File: src/rtl/mem_arbiter_pkg.sv
// rtl/mem_arbiter_pkg.sv - shared types and constants for the two-port memory arbiter
package mem_arbiter_pkg;

  localparam int DEFAULT_DATA_WIDTH = 16;

  localparam int PORT_IF = 0;
  localparam int PORT_LS = 1;

  typedef enum logic [1:0] {
    IDLE  = 2'd0,
    ISSUE = 2'd1,
    WAIT  = 2'd2,
    RESP  = 2'd3
  } state_e;

endpackage

File: src/rtl/mem_arbiter_if.sv
// rtl/mem_arbiter_if.sv - requester and memory-side bundle of the arbiter
interface mem_arbiter_if
  import mem_arbiter_pkg::*;
#(
  parameter int DATA_WIDTH = DEFAULT_DATA_WIDTH
);

  logic                  p0_req;
  logic                  p0_we;
  logic [DATA_WIDTH-1:0] p0_addr;
  logic [DATA_WIDTH-1:0] p0_wdata;
  logic                  p0_gnt;
  logic                  p0_rsp;

  logic                  p1_req;
  logic                  p1_we;
  logic [DATA_WIDTH-1:0] p1_addr;
  logic [DATA_WIDTH-1:0] p1_wdata;
  logic                  p1_gnt;
  logic                  p1_rsp;

  logic [DATA_WIDTH-1:0] rsp_data;
  logic                  busy;

  logic [DATA_WIDTH-1:0] mem_addr;
  logic [DATA_WIDTH-1:0] mem_w_data;
  logic                  mem_r_en;
  logic                  mem_w_en;
  logic [DATA_WIDTH-1:0] mem_r_data;

  modport slave (
    input  p0_req, p0_we, p0_addr, p0_wdata,
    input  p1_req, p1_we, p1_addr, p1_wdata,
    input  mem_r_data,
    output p0_gnt, p0_rsp, p1_gnt, p1_rsp,
    output rsp_data, busy,
    output mem_addr, mem_w_data, mem_r_en, mem_w_en
  );

  modport master (
    output p0_req, p0_we, p0_addr, p0_wdata,
    output p1_req, p1_we, p1_addr, p1_wdata,
    output mem_r_data,
    input  p0_gnt, p0_rsp, p1_gnt, p1_rsp,
    input  rsp_data, busy,
    input  mem_addr, mem_w_data, mem_r_en, mem_w_en
  );

endinterface

File: src/rtl/mem_arbiter_rr_arbiter2.sv
// rtl/mem_arbiter_rr_arbiter2.sv - two-way round-robin picker
module rr_arbiter2
  import mem_arbiter_pkg::*;
(
  input  logic [1:0] req,
  input  logic       last_gnt,
  output logic [1:0] pick,
  output logic       any
);

  // A lone requester wins; on a tie the port that did not win last time goes
  always_comb begin
    pick = req;
    if (req == 2'b11) begin
      pick = last_gnt ? 2'b01 : 2'b10;
    end
    any = |req;
  end

endmodule

File: src/rtl/mem_arbiter.sv
// rtl/mem_arbiter.sv - round-robin arbiter and single-access sequencer for the memory port
module mem_arbiter
  import mem_arbiter_pkg::*;
#(
  parameter int DATA_WIDTH   = DEFAULT_DATA_WIDTH,
  parameter int READ_LATENCY = 1
) (
  input  logic         clk,
  input  logic         rst,
  mem_arbiter_if.slave bus
);

  localparam int            CW       = $clog2(READ_LATENCY + 1);
  localparam logic [CW-1:0] CNT_LOAD = CW'(READ_LATENCY - 1);
  localparam logic [CW-1:0] CNT_ONE  = CW'(1);

  state_e                state_q, state_d;
  logic [CW-1:0]         cnt_q, cnt_d;
  logic [1:0]            req;
  logic [1:0]            pick;
  logic                  any;
  logic                  win;
  logic                  capture;
  logic                  sel_q;
  logic                  last_gnt_q;
  logic                  op_we_q;
  logic [DATA_WIDTH-1:0] mem_addr_q;
  logic [DATA_WIDTH-1:0] mem_w_data_q;
  logic [DATA_WIDTH-1:0] rsp_data_q;
  logic [1:0]            gnt_q;
  logic [1:0]            rsp;
  logic                  mem_r_en;
  logic                  mem_w_en;
  logic                  busy;

  assign req = {bus.p1_req, bus.p0_req};

  rr_arbiter2 u_rr (
    .req      (req),
    .last_gnt (last_gnt_q),
    .pick     (pick),
    .any      (any)
  );

  // State and latency counter registers
  always_ff @(posedge clk or posedge rst) begin
    if (rst) begin
      state_q <= IDLE;
      cnt_q   <= '0;
    end else begin
      state_q <= state_d;
      cnt_q   <= cnt_d;
    end
  end

  // Next state: arbitrate in IDLE/RESP, one ISSUE cycle, count out the read latency
  always_comb begin
    state_d = state_q;
    cnt_d   = cnt_q;
    win     = 1'b0;
    case (state_q)
      IDLE, RESP: begin
        if (any) begin
          win     = 1'b1;
          state_d = ISSUE;
        end else begin
          state_d = IDLE;
        end
      end
      ISSUE: begin
        if (op_we_q) begin
          state_d = RESP;
        end else begin
          cnt_d   = CNT_LOAD;
          state_d = (CNT_LOAD == '0) ? RESP : WAIT;
        end
      end
      WAIT: begin
        if (cnt_q != '0) begin
          cnt_d = cnt_q - CNT_ONE;
        end
        if (cnt_q <= CNT_ONE) begin
          state_d = RESP;
        end
      end
      default: state_d = IDLE;
    endcase
  end

  // Read data is taken on the edge that enters RESP
  assign capture = ((state_q == ISSUE) || (state_q == WAIT)) && (state_d == RESP) && !op_we_q;

  // Grant-edge latches for the winning request, plus read-data capture
  always_ff @(posedge clk or posedge rst) begin
    if (rst) begin
      sel_q        <= 1'b0;
      last_gnt_q   <= 1'b1;
      op_we_q      <= 1'b0;
      mem_addr_q   <= '0;
      mem_w_data_q <= '0;
      rsp_data_q   <= '0;
      gnt_q        <= 2'b00;
    end else begin
      gnt_q <= 2'b00;
      if (win) begin
        sel_q      <= pick[PORT_LS];
        last_gnt_q <= pick[PORT_LS];
        gnt_q      <= pick;
        if (pick[PORT_LS]) begin
          op_we_q      <= bus.p1_we;
          mem_addr_q   <= bus.p1_addr;
          mem_w_data_q <= bus.p1_wdata;
        end else begin
          op_we_q      <= bus.p0_we;
          mem_addr_q   <= bus.p0_addr;
          mem_w_data_q <= bus.p0_wdata;
        end
      end
      if (capture) begin
        rsp_data_q <= bus.mem_r_data;
      end
    end
  end

  // Outputs decoded from the registered state only
  always_comb begin
    mem_r_en = 1'b0;
    mem_w_en = 1'b0;
    rsp      = 2'b00;
    busy     = (state_q != IDLE);
    case (state_q)
      ISSUE: begin
        mem_r_en = !op_we_q;
        mem_w_en = op_we_q;
      end
      RESP:    rsp[sel_q] = 1'b1;
      default: ;
    endcase
  end

  assign bus.p0_gnt     = gnt_q[PORT_IF];
  assign bus.p1_gnt     = gnt_q[PORT_LS];
  assign bus.p0_rsp     = rsp[PORT_IF];
  assign bus.p1_rsp     = rsp[PORT_LS];
  assign bus.rsp_data   = rsp_data_q;
  assign bus.busy       = busy;
  assign bus.mem_addr   = mem_addr_q;
  assign bus.mem_w_data = mem_w_data_q;
  assign bus.mem_r_en   = mem_r_en;
  assign bus.mem_w_en   = mem_w_en;

endmodule

File: src/flat_wrapper.sv
// flat-port wrapper written by rule: the top's interface ports become plain ports
module mem_arbiter_flat import mem_arbiter_pkg::*;
#(
  parameter int DATA_WIDTH   = DEFAULT_DATA_WIDTH,
  parameter int READ_LATENCY = 1
)
  (clk, rst, bus_p0_req, bus_p0_we, bus_p0_addr, bus_p0_wdata, bus_p1_req, bus_p1_we, bus_p1_addr, bus_p1_wdata, bus_mem_r_data, bus_p0_gnt, bus_p0_rsp, bus_p1_gnt, bus_p1_rsp, bus_rsp_data, bus_busy, bus_mem_addr, bus_mem_w_data, bus_mem_r_en, bus_mem_w_en);
  mem_arbiter_if #(.DATA_WIDTH(DATA_WIDTH)) bus_i ();
  input  logic clk;
  input  logic rst;
  input wire logic [$bits(bus_i.p0_req)-1:0] bus_p0_req;
  input wire logic [$bits(bus_i.p0_we)-1:0] bus_p0_we;
  input wire logic [$bits(bus_i.p0_addr)-1:0] bus_p0_addr;
  input wire logic [$bits(bus_i.p0_wdata)-1:0] bus_p0_wdata;
  input wire logic [$bits(bus_i.p1_req)-1:0] bus_p1_req;
  input wire logic [$bits(bus_i.p1_we)-1:0] bus_p1_we;
  input wire logic [$bits(bus_i.p1_addr)-1:0] bus_p1_addr;
  input wire logic [$bits(bus_i.p1_wdata)-1:0] bus_p1_wdata;
  input wire logic [$bits(bus_i.mem_r_data)-1:0] bus_mem_r_data;
  output wire logic [$bits(bus_i.p0_gnt)-1:0] bus_p0_gnt;
  output wire logic [$bits(bus_i.p0_rsp)-1:0] bus_p0_rsp;
  output wire logic [$bits(bus_i.p1_gnt)-1:0] bus_p1_gnt;
  output wire logic [$bits(bus_i.p1_rsp)-1:0] bus_p1_rsp;
  output wire logic [$bits(bus_i.rsp_data)-1:0] bus_rsp_data;
  output wire logic [$bits(bus_i.busy)-1:0] bus_busy;
  output wire logic [$bits(bus_i.mem_addr)-1:0] bus_mem_addr;
  output wire logic [$bits(bus_i.mem_w_data)-1:0] bus_mem_w_data;
  output wire logic [$bits(bus_i.mem_r_en)-1:0] bus_mem_r_en;
  output wire logic [$bits(bus_i.mem_w_en)-1:0] bus_mem_w_en;
  assign bus_i.p0_req = bus_p0_req;
  assign bus_i.p0_we = bus_p0_we;
  assign bus_i.p0_addr = bus_p0_addr;
  assign bus_i.p0_wdata = bus_p0_wdata;
  assign bus_i.p1_req = bus_p1_req;
  assign bus_i.p1_we = bus_p1_we;
  assign bus_i.p1_addr = bus_p1_addr;
  assign bus_i.p1_wdata = bus_p1_wdata;
  assign bus_i.mem_r_data = bus_mem_r_data;
  assign bus_p0_gnt = bus_i.p0_gnt;
  assign bus_p0_rsp = bus_i.p0_rsp;
  assign bus_p1_gnt = bus_i.p1_gnt;
  assign bus_p1_rsp = bus_i.p1_rsp;
  assign bus_rsp_data = bus_i.rsp_data;
  assign bus_busy = bus_i.busy;
  assign bus_mem_addr = bus_i.mem_addr;
  assign bus_mem_w_data = bus_i.mem_w_data;
  assign bus_mem_r_en = bus_i.mem_r_en;
  assign bus_mem_w_en = bus_i.mem_w_en;
  mem_arbiter #(.DATA_WIDTH(DATA_WIDTH), .READ_LATENCY(READ_LATENCY)) u_core (.clk(clk), .rst(rst), .bus(bus_i));
endmodule
File: config.mk
export PLATFORM = sky130hd
export DESIGN_NAME = mem_arbiter_flat
export DESIGN_NICKNAME = d
export VERILOG_FILES = /design/src/rtl/mem_arbiter_pkg.sv /design/src/rtl/mem_arbiter_if.sv /design/src/rtl/mem_arbiter_rr_arbiter2.sv /design/src/rtl/mem_arbiter.sv /design/src/flat_wrapper.sv
export SDC_FILE = /design/constraint.sdc
export NUM_CORES = 1
export LEC_CHECK = 0
export CORE_MARGIN = 2
export CORE_UTILIZATION = 40
export CTS_CLUSTER_SIZE = 40
export DETAILED_ROUTE_END_ITERATION = 7
export PLACE_DENSITY = 0.83
export SETUP_SLACK_MARGIN = 0.3
export SYNTH_ARGS = -nofsm -noshare
export SYNTH_HDL_FRONTEND = slang
export SYNTH_HIERARCHICAL = 1
export SYNTH_SLANG_ARGS = --single-unit
File: constraint.sdc
create_clock -name clk -period 1.9 [get_ports clk]
set_input_delay 0.19 -clock clk [delete_from_list [all_inputs] [get_ports clk]]
set_output_delay 0.19 -clock clk [all_outputs]
set_load 0.1 [all_outputs]
==> flow_metrics.tcl <==
set metrics [dict create \
    status "complete, no violations" \
    hold_path_class "in -> reg" \
    fin_crit_sh_pct 84.7 \
    drive_above_1_share_pct 55.1 \
    insertion_delay_ns 0.30 \
    max_freq_ghz 0.621 \
    yosys-top-cells-area "dfrtp_1 49%, mux2_4 29%, mux2_2 12%" \
    ys_seq_elements 55 \
    num_antenna_cells 0 \
    synth_cells 169 \
    root_buffer "clkbuf_8" \
    avgViaCountPerCell 4.80 \
    vias 1942 \
    hpwlAfterDp_mm 4.39 \
    drc_errors 0 \
    ys_seq_area_share_pct 49.8 \
    synth.distinct_cells 16 \
    die_area_um2 7600 \
    final_common_cell "clkdlybuf4s50_1" \
    period_needed_ns 1.61 \
    mostFrequentLayoutCells "84 x clkdlybuf4s50_1, 55 x buf_4, 54 x mux2_4, 54 x dfrtp_1, 30 x mux2_2" \
    ioPinCount 141 \
    path_clk_slew_ns 0.10 \
    synth.avg_cell_area_um2 16.4 \
    grt_antenna_before_repair 0 \
    syn-num-nets 258 \
    yosysTopAreaCell "dfrtp_1" \
    drv_cap 0 \
    critPathMaxFanout 7 \
    die_height_um 87.2 \
    routabilityCongestion 0.682 \
    clock_skew_ns 0.00697 \
    cts_tree "done" \
    worst_pin_slew_ns 0.292 \
    m1WireLength_mm 2.75 \
    grt_max_degree 56 \
    met2WireLength_mm 3.36 \
    grt.overflow.total 0 \
    rsz0062_at_grt "yes" \
    floorplan.initialDensity_pct 41.0 \
    finalSetupViolCount 0 \
    cp.arrival_ns 1.81 \
    die_w_um 87.2 \
    worstPathRequired_ns 2.10 \
    syn_area_um2 2770 \
    hold_viol 0 \
    numClockSinks 55 \
    end_kind "flip-flop" \
    tns_ns 0 \
    htree_levels 2 \
    cts_buffer_depth 2 \
    critPathLaunchType "flip-flop" \
    drtPass1Iterations 4 \
    numCtsBuffers 5 \
    synth_top_area_share_pct 48.8 \
    drtIter0Drc 19 \
    grt_use_total_pct 16.4 \
    post_drt_wl_per_cell_um 16.5 \
    place_inst 385 \
    crit_type "reg -> reg" \
    maxUsedRoutingLayer "met4" \
    io_buffers 140 \
    slew_headroom_pct 80.6 \
    postRouteWirelength_mm 6.69 \
    grt_pass1_vias 2034 \
    fin_cells 405 \
    grt_pass1_wl_mm 9.69 \
    route.met3.wl_um 530 \
    area_delta_synth_final_pct 66.0 \
    num_rows 30 \
    ys.warnings.count 6 \
    maxSlewViolCount 0 \
    coreArea_um2 6760 \
    layout.nets 413 \
    fin_util_pct 68.0 \
    ant_nets 0 \
]
final timing paths:
path	startpoint	endpoint	slack [ns]	cells after the start
setup / recovery	u_core/last_gnt_q	u_core/bus.mem_addr[0]	0.29	5
hold / removal	bus_p1_req	u_core/gnt_q[0]	0.24	3
setup reg to reg	u_core/last_gnt_q	u_core/bus.mem_addr[0]	0.29	5
hold reg to reg	u_core/bus.rsp_data[4]	u_core/bus.rsp_data[4]	0.51	1
max in group asynchronous	rst	u_core/last_gnt_q	1.36	3
min in group asynchronous	rst	u_core/bus.rsp_data[14]	0.26	3
per-layer routing:
layer	vias up	track usage, %
met1	944	19.8
met3	5	4.45
met2	86	28.9
li1	907	-
met4	0	4.20
met5	-	0
sequential cells by signal, summed over array words and instances (netlist names):
name,count
u_core/bus.mem_addr,16
u_core/bus.mem_w_data,16
u_core/bus.rsp_data,16
u_core/gnt_q,2
u_core/last_gnt_q,1
u_core/op_we_q,1
u_core/sel_q,1
u_core/state_q,2
cell families (layout without fill, tap and decap cells):
| kind of cell | after synthesis | count (layout) | share of synthesized area [%] |
|---|---|---|---|
| buffers and inverters | 15 | 171 | 4.61 |
| adders and majority gates | 3 | 3 | 1.36 |
| muxes | 84 | 84 | 41.5 |
| and+or+nand+nor | 10 | 10 | 2.26 |
| DFF | 55 | 55 | 49.8 |
| AOI/OAI and AO/OA | 2 | 2 | 0.542 |
metrics by stage:
step | setup WS [ns] | hold slack [ns] | cell area (um2)
finish | 0.291 | 0.239 | 4600
global route | 0.258 | 0.261 | 4600
CTS | 0.294 | 0.259 | 4470
detailed placement | -0.0228 | 0.493 | 4220
global placement | 0.0309 | 0.490 | 4220
floorplan | 0.279 | 0.342 | 2780
critical path, cell delays in order, from the launching register on:
cell       delay [ns]
dfstp_2          0.58
a21boi_4         0.07
buf_12           0.14
clkbuf_16        0.16
mux2_4           0.30
mux2_4           0.26
Yosys cell counts:
| cell type | number |
|---|---|
| mux2_2 | 30 |
| ha_1 | 3 |
| buf_2 | 1 |
| a21boi_1 | 2 |
| mux2_4 | 54 |
| and2_1 | 4 |
| buf_8 | 1 |
| buf_12 | 2 |
| inv_1 | 5 |
| buf_6 | 1 |
| nor2b_1 | 4 |
| dfstp_2 | 1 |
| buf_4 | 5 |
| or2_1 | 1 |
| or2_2 | 1 |
| dfrtp_1 | 54 |
layout make-up:
class / instances / area [um2]
Clock buffer: 6 / 72.6
Clock inverter: 2 / 60.1
Fill cell: 523 / 2160
Inverter: 5 / 18.8
Multi-Input combinational cell: 99 / 1330
Sequential cell: 55 / 1380
Tap cell: 80 / 100
Timing Repair Buffer: 158 / 1640
what timing repair did:
action,in CTS,in global routing
gates cloned,3,3
hold endpoints to repair,0,0
pin swaps,0,1
hold buffers,0,0
gates resized for setup,7,8
endpoints found under the setup margin,51,43
buffers inserted,2,4
Power is not shown: default switching activity piles up to over one toggle a cycle in this logic, so the estimate is an artifact.
